**src/rtl/lstm_fx_pkg.sv**
```systemverilog
// Shared Q8.16 fixed-point definitions for the LSTM datapath.
// Optional build macro: SIGMF_BP_ROUND_EN selects round-to-nearest
// (ties toward +inf) in fx_shift; otherwise fx_shift floors.
package lstm_fx_pkg;

  localparam int WIDTH = 24;
  localparam int FRAC  = 16;

  localparam logic [WIDTH-1:0] FX_ONE  = 24'h010000;
  localparam logic [WIDTH-1:0] FX_HALF = 24'h008000;

  typedef logic signed [WIDTH-1:0] fx_t;

  // Drop FRAC fractional bits from a double-width product and keep the low
  // WIDTH bits; callers guarantee the result fits, so no saturation.
  function automatic fx_t fx_shift(input logic signed [2*WIDTH-1:0] v);
    logic signed [2*WIDTH-1:0] bias;
    logic signed [2*WIDTH-1:0] shifted;
`ifdef SIGMF_BP_ROUND_EN
    bias = (2*WIDTH)'(FX_HALF);
`else
    bias = '0;
`endif
    shifted = (v + bias) >>> FRAC;
    return fx_t'(shifted);
  endfunction

endpackage

```
**src/rtl/sigmf_bp_lifo_mem.sv**
```systemverilog
// LIFO storage for sigmf_bp: DEPTH x WIDTH array, one synchronous write
// port and one combinational read-at-index port. Contents are not reset.
module lifo_mem #(
  parameter int WIDTH = 24,
  parameter int DEPTH = 64
) (
  input  logic                     clk,
  input  logic                     we,
  input  logic [$clog2(DEPTH)-1:0] waddr,
  input  logic [WIDTH-1:0]         wdata,
  input  logic [$clog2(DEPTH)-1:0] raddr,
  output logic [WIDTH-1:0]         rdata
);

  logic [WIDTH-1:0] mem [DEPTH];

  // Write the stashed activation on an accepted push.
  always_ff @(posedge clk) begin
    if (we) mem[waddr] <= wdata;
  end

  assign rdata = mem[raddr];

endmodule

```
**src/rtl/sigmf_bp.sv**
```systemverilog
// sigmf_bp: backward pass of the piecewise sigmoid. Forward activations y
// are stashed in a LIFO; during BPTT each error g pops the most recent y
// and yields d = g * y * (1 - y) through a two-stage pipeline.
// Optional build macro: SIGMF_BP_ROUND_EN (round-to-nearest shifts).
module sigmf_bp #(
  parameter int WIDTH = lstm_fx_pkg::WIDTH,
  parameter int FRAC  = lstm_fx_pkg::FRAC,
  parameter int DEPTH = 64
) (
  input  logic                     clk,
  input  logic                     rst_n,
  input  logic                     clr,
  input  logic                     fwd_valid,
  input  logic [WIDTH-1:0]         fwd_y,
  output logic                     fwd_ready,
  input  logic                     bwd_valid,
  input  logic [WIDTH-1:0]         bwd_g,
  output logic                     bwd_ready,
  output logic                     out_valid,
  output logic [WIDTH-1:0]         out_d,
  input  logic                     out_ready,
  output logic [$clog2(DEPTH):0]   count,
  output logic                     overflow_err
);
  import lstm_fx_pkg::*;

  localparam int AW = $clog2(DEPTH);
  localparam int CW = AW + 1;
  localparam int PW = 2 * WIDTH;
  localparam logic [CW-1:0]    FULL_CNT = CW'(DEPTH);
  localparam logic [WIDTH-1:0] ONE      = WIDTH'(FX_ONE);

  logic             full, empty;
  logic             s1_valid, s1_free, s2_free;
  logic [WIDTH-1:0] s1_g, s1_p;
  logic             push, pop;
  logic [AW-1:0]    wr_addr, rd_addr;
  logic [WIDTH-1:0] rd_y, yc, om, p_next, d_next;
  logic [PW-1:0]    y_prod;
  logic signed [PW-1:0] g_ext, p_ext, d_prod;

  assign full    = (count == FULL_CNT);
  assign empty   = (count == '0);
  assign s2_free = !out_valid || out_ready;
  assign s1_free = !s1_valid || s2_free;

  // Pops win over pushes, so a push is only offered when no error is waiting.
  assign fwd_ready = !full && !bwd_valid;
  assign bwd_ready = !empty && s1_free;

  assign push = fwd_valid && fwd_ready && !clr;
  assign pop  = bwd_valid && bwd_ready && !clr;

  // The write slot is the current top; the read slot is one below it, which
  // wraps correctly to DEPTH-1 when the LIFO is full.
  assign wr_addr = count[AW-1:0];
  assign rd_addr = wr_addr - AW'(1);

  lifo_mem #(.WIDTH(WIDTH), .DEPTH(DEPTH)) u_mem (
    .clk   (clk),
    .we    (push),
    .waddr (wr_addr),
    .wdata (fwd_y),
    .raddr (rd_addr),
    .rdata (rd_y)
  );

  // Stage-1 math: clamp y to 1.0, then p = y * (1 - y) in Q8.16 (0..0.25).
  always_comb begin
    yc     = (rd_y > ONE) ? ONE : rd_y;
    om     = ONE - yc;
    y_prod = PW'(yc) * PW'(om);
    p_next = fx_shift($signed(y_prod));
  end

  // Stage-2 math: signed g times non-negative p; |d| <= |g|/4 so it fits.
  always_comb begin
    g_ext  = {{WIDTH{s1_g[WIDTH-1]}}, s1_g};
    p_ext  = {{WIDTH{1'b0}}, s1_p};
    d_prod = g_ext * p_ext;
    d_next = fx_shift(d_prod);
  end

  // Occupancy and sticky overflow flag; a push attempt while full latches it.
  always_ff @(posedge clk or negedge rst_n) begin
    if (!rst_n) begin
      count        <= '0;
      overflow_err <= 1'b0;
    end else if (clr) begin
      count        <= '0;
      overflow_err <= 1'b0;
    end else begin
      if (push)      count <= count + CW'(1);
      else if (pop)  count <= count - CW'(1);
      if (fwd_valid && full) overflow_err <= 1'b1;
    end
  end

  // Stage-1 register: capture g and p on every accepted pop.
  always_ff @(posedge clk or negedge rst_n) begin
    if (!rst_n) begin
      s1_valid <= 1'b0;
      s1_g     <= '0;
      s1_p     <= '0;
    end else if (clr) begin
      s1_valid <= 1'b0;
    end else if (s1_free) begin
      s1_valid <= pop;
      if (pop) begin
        s1_g <= bwd_g;
        s1_p <= p_next;
      end
    end
  end

  // Output register: advances only when downstream can take a result.
  always_ff @(posedge clk or negedge rst_n) begin
    if (!rst_n) begin
      out_valid <= 1'b0;
      out_d     <= '0;
    end else if (clr) begin
      out_valid <= 1'b0;
      out_d     <= '0;
    end else if (s2_free) begin
      out_valid <= s1_valid;
      if (s1_valid) out_d <= d_next;
    end
  end

endmodule

```
**config.mk**
```make
export PLATFORM = sky130hd
export DESIGN_NAME = sigmf_bp
export DESIGN_NICKNAME = d
export VERILOG_FILES = /design/src/rtl/lstm_fx_pkg.sv /design/src/rtl/sigmf_bp_lifo_mem.sv /design/src/rtl/sigmf_bp.sv
export SDC_FILE = /design/constraint.sdc
export NUM_CORES = 2
export LEC_CHECK = 0
export CAP_MARGIN = 20
export CORE_ASPECT_RATIO = 1.5
export CORE_MARGIN = 3
export CORE_UTILIZATION = 48
export DETAILED_ROUTE_END_ITERATION = 8
export DONT_BUFFER_PORTS = 1
export SYNTH_ARGS = -nofsm -noshare
export SYNTH_HDL_FRONTEND = slang
export SYNTH_SLANG_ARGS = --single-unit
```
**constraint.sdc**
```tcl
create_clock -name clk -period 28.8 [get_ports clk]
set_input_delay 8.64 -clock clk [delete_from_list [all_inputs] [get_ports clk]]
set_output_delay 8.64 -clock clk [all_outputs]
set_load 0.05 [all_outputs]
```
==> results.rst <==
.. list-table::
   :header-rows: 1

   * - Metric
     - Value
   * - Final hold vios
     - 0
   * - Overall routed net length
     - about 230000 um
   * - Post-CTS resize count
     - 0
   * - Clk slew on worst S/H paths
     - ~0.060 ns
   * - Worst-margin pin slew
     - ~1.1 ns
   * - Largest area contributor in the synthesized netlist
     - edfxtp_1
   * - Routed length per placed instance
     - around 25 um
   * - Endpoint of the most critical register-to-register path
     - s1_p[20]$_DFFE_PN0P_
   * - RD Place Congestion
     - 0.842
   * - Cell area after synthesis
     - just over 0.09 sq mm
   * - Number of cells traversed by the worst register-to-register path
     - 38
   * - Footprint of the flip-flops and latches
     - 0.0482 sq mm
   * - Total Routing Usage GR
     - 0.237
   * - Layout cell share with drive strength beyond 1
     - 0.148
   * - Gr ovfl total
     - 0
   * - Worst setup path endpoint
     - bwd_ready
   * - Portion of the post-synthesis area used by sequential elements
     - 0.515
   * - Count of boundary I/O pins
     - between 80 and 90
   * - Critical-path cell list
     - nor2b_1 > nand2_1 > a21boi_2
   * - Max Clk Rate
     - between 50 and 60 MHz
   * - Pin count of the biggest net entering global routing
     - ~120
   * - Multiplexer share of the synthesized area
     - 0.0960
   * - Hold WS
     - approximately 0.49 ns
   * - Min-delay worst type
     - reg2reg
   * - GR Layer Usage met3
     - 0.0306
   * - Critical path fanouts, max
     - 3
   * - Area used by multi-input combinational logic
     - ~0.041 sq mm
   * - DR vias
     - between 50000 and 60000
   * - Buffering stage count on the worst path with inverters included
     - 0
   * - Die outline area
     - around 0.2 sq mm
   * - Number of iterations in the first detailed-routing pass
     - 5
   * - Number of distinct library cells after synthesis
     - 67
   * - Mapped Cells
     - 6319
   * - Number of sinks on the clock net
     - 1618
   * - Setup clock skew after layout
     - between 0.05 and 0.06 ns
   * - Setup crit start
     - out_ready
   * - Data arrival time of the worst path
     - between 9 and 10 ns
   * - Number of nets still failing antenna checks after routing
     - 0
   * - Most Crowded Layer GR
     - met2
   * - Number of rows created at floorplan
     - about 200
   * - Run status
     - finished, final reports clean
   * - Post-Syn Area per Cell
     - between 10 and 15 sq um
   * - Cell with the most instances after synthesis
     - edfxtp_1
   * - Startpoint-to-endpoint class of the critical path
     - in2out
   * - Commonest register cell after synthesis
     - edfxtp_1
   * - Post-CTS setup buffer count
     - 0
   * - Deepest clock path buffer count
     - 4
   * - Post-synthesis simple-gate area fraction
     - 0.0724
   * - Post-synthesis register bit count
     - 1618
   * - Warnings from Yosys
     - 0
   * - Max Cap Violations
     - 0
   * - Setup crit start kind
     - input port
   * - Remaining routing DRC violations
     - 0
   * - First-pass GRT wire length
     - 351000 um
   * - Final worst-path cycle share
     - 0.636
   * - Worst min-delay path startpoint
     - s1_p[3]$_DFFE_PN0P_
   * - Vertical die dimension
     - between 500 and 600 um
   * - Number of enable-type register cells in the synthesized netlist
     - between 1500 and 2000
   * - Unrepaired setup endpoints after global routing
     - false
   * - Flop2flop setup slack
     - roughly 13 ns
   * - Dominant combinational cell family by area after synthesis
     - adder cells
   * - CTS tree
     - built
   * - Final Critical Period
     - 18.31 ns
   * - Final-report max-slew violation count
     - 0
   * - Effective utilization at floorplan
     - 0.485
   * - Synth top area share
     - 0.493
   * - Count of hold buffers inserted by post-cts repair
     - 0
   * - Core region area
     - about 0.19 sq mm
   * - Filler Cell Count
     - ~16000
   * - Cell family with most CP delay
     - compound AO/OA/AOI/OAI gates
   * - Initial antenna violation count
     - 3
   * - Net count reported at finish
     - roughly 7800
   * - Worst path required time
     - 20.16 ns
   * - Synthesized-area fraction occupied by adder cells
     - 0.236
   * - Die span in x
     - approximately 370 um
   * - M1 GR Usage
     - 0.284
   * - Met2 routing resource usage after global routing
     - 0.438
   * - Largest incremental delay on the critical path
     - 0.66 ns
   * - Syn-to-layout area delta
     - 10.1%
   * - Number of DRC markers in iteration 0
     - 3634
   * - Xor/xnor share of the synthesized area
     - 0.00759
   * - Critical path capture point type
     - output pin
   * - Vias per cell
     - 5.55
   * - Share of synthesized flip-flops with an asynchronous set or reset
     - 0.0507
   * - DP HPWL
     - around 150000 um
   * - Cell depth of the worst setup path
     - 3
   * - Clk Latency, worst-skew pair
     - 0.80 ns
   * - Final total negative setup slack
     - 0 ns
   * - RR Startpoint
     - count[0]$_DFFE_PN0P_
   * - Synth Area in Compound Gates
     - 0.0180
   * - Cell type of the slowest stage on the worst timing path
     - a21boi_2
   * - Number of input and output port buffers inserted
     - 0
   * - Number of global-route vias before repair
     - 55463
   * - H-tree level count
     - 4
   * - Number of setup violations in the final report
     - 0
   * - Worst slew margin relative to its limit
     - 0.299
   * - Number of CTS-inserted buffers
     - 160
   * - Dominant cells by area after synthesis
     - edfxtp_1, fa_1, mux4_2
   * - Clock root buffer master
     - clkbuf_16
   * - Cell types with the highest counts after synthesis
     - edfxtp_1, inv_1, fa_1
-- tightest hold or removal path: cells and delay by family (launching register included) --
| family | cells | cell delay (ns) |
|---|---|---|
| simple gates | 1 | 0.05 |
| compound gates | 1 | 0.07 |
| flops | 1 | 0.34 |
-- cells in the final DEF (no fill, tap or decap), drive strengths merged, types with 78 or more instances in the layout --
master	netlist	final
mux4	378	378
and2	179	179
ha	304	304
nor2	201	201
o21ai	78	78
conb	2	201
or3	120	120
dfrtp	82	82
or2	104	104
buf	75	158
fa	911	911
nand2	541	541
inv	1038	1045
clkbuf	220	187
edfxtp	1536	1536
-- kinds of logic (layout without fill, tap and decap cells) --
| family | Yosys count | after routing |
|---|---|---|
| compound gates | 266 | 266 |
| simple gates | 1380 | 1380 |
| other cells | 2 | 204 |
| xor+xnor | 81 | 81 |
| flops | 1618 | 1618 |
| buf+inv | 1334 | 1478 |
| fa+ha+maj | 1215 | 1215 |
| mux | 423 | 423 |
-- metal layers --
layer / wire (um) / share of wire
met1: 85900 / 0.37
met2: 126000 / 0.54
met3: 11800 / 0.051
met4: 8900 / 0.038
met5: 0 / 0
-- stage by stage --
step | utilization | cells | area (sq um) | setup slack, ns
after floorplan | - | 6518 | 94200 | 10.16
after CTS | 0.534 | 9249 | 103000 | 10.52
final | 0.534 | 9252 | 103000 | 10.49
after global routing | 0.534 | 9250 | 103000 | 10.41
after global placement | 0.507 | 8968 | 97800 | 10.50
after detailed placement | 0.507 | 8968 | 97800 | 10.52
-- area by class of cell --
cell class | count | area share
Clock buffer | 187 | 0.0406
Multi-Input combinational cell | 3566 | 0.401
Sequential cell | 1618 | 0.468
Timing Repair Buffer | 158 | 0.0119
Antenna cell | 3 | 0.0000729
Clock inverter | 94 | 0.00933
Tap cell | 2587 | 0.0314
Inverter | 1039 | 0.0379
-- state kept, by name (all words and copies together), names as in the netlist --
register,cells
out_d,24
s1_valid,1
count,7
overflow_err,1
out_valid,1
s1_g,24
u_mem.mem,1536
s1_p,24
-- worst min-delay path by stage --
| stage | to | slack, ns | depth (start not counted) |
|---|---|---|---|
| floorplan | s1_g[17]$_DFFE_PN0P_ | 0.52 | 2 |
| global placement | s1_p[3]$_DFFE_PN0P_ | 0.47 | 2 |
| detailed placement | s1_p[3]$_DFFE_PN0P_ | 0.48 | 2 |
| CTS | s1_p[3]$_DFFE_PN0P_ | 0.50 | 2 |
| global route | s1_p[5]$_DFFE_PN0P_ | 0.53 | 2 |
| finish | s1_p[3]$_DFFE_PN0P_ | 0.49 | 2 |
Power is not shown: default switching activity piles up to over one toggle a cycle in this logic, so the estimate is an artifact.
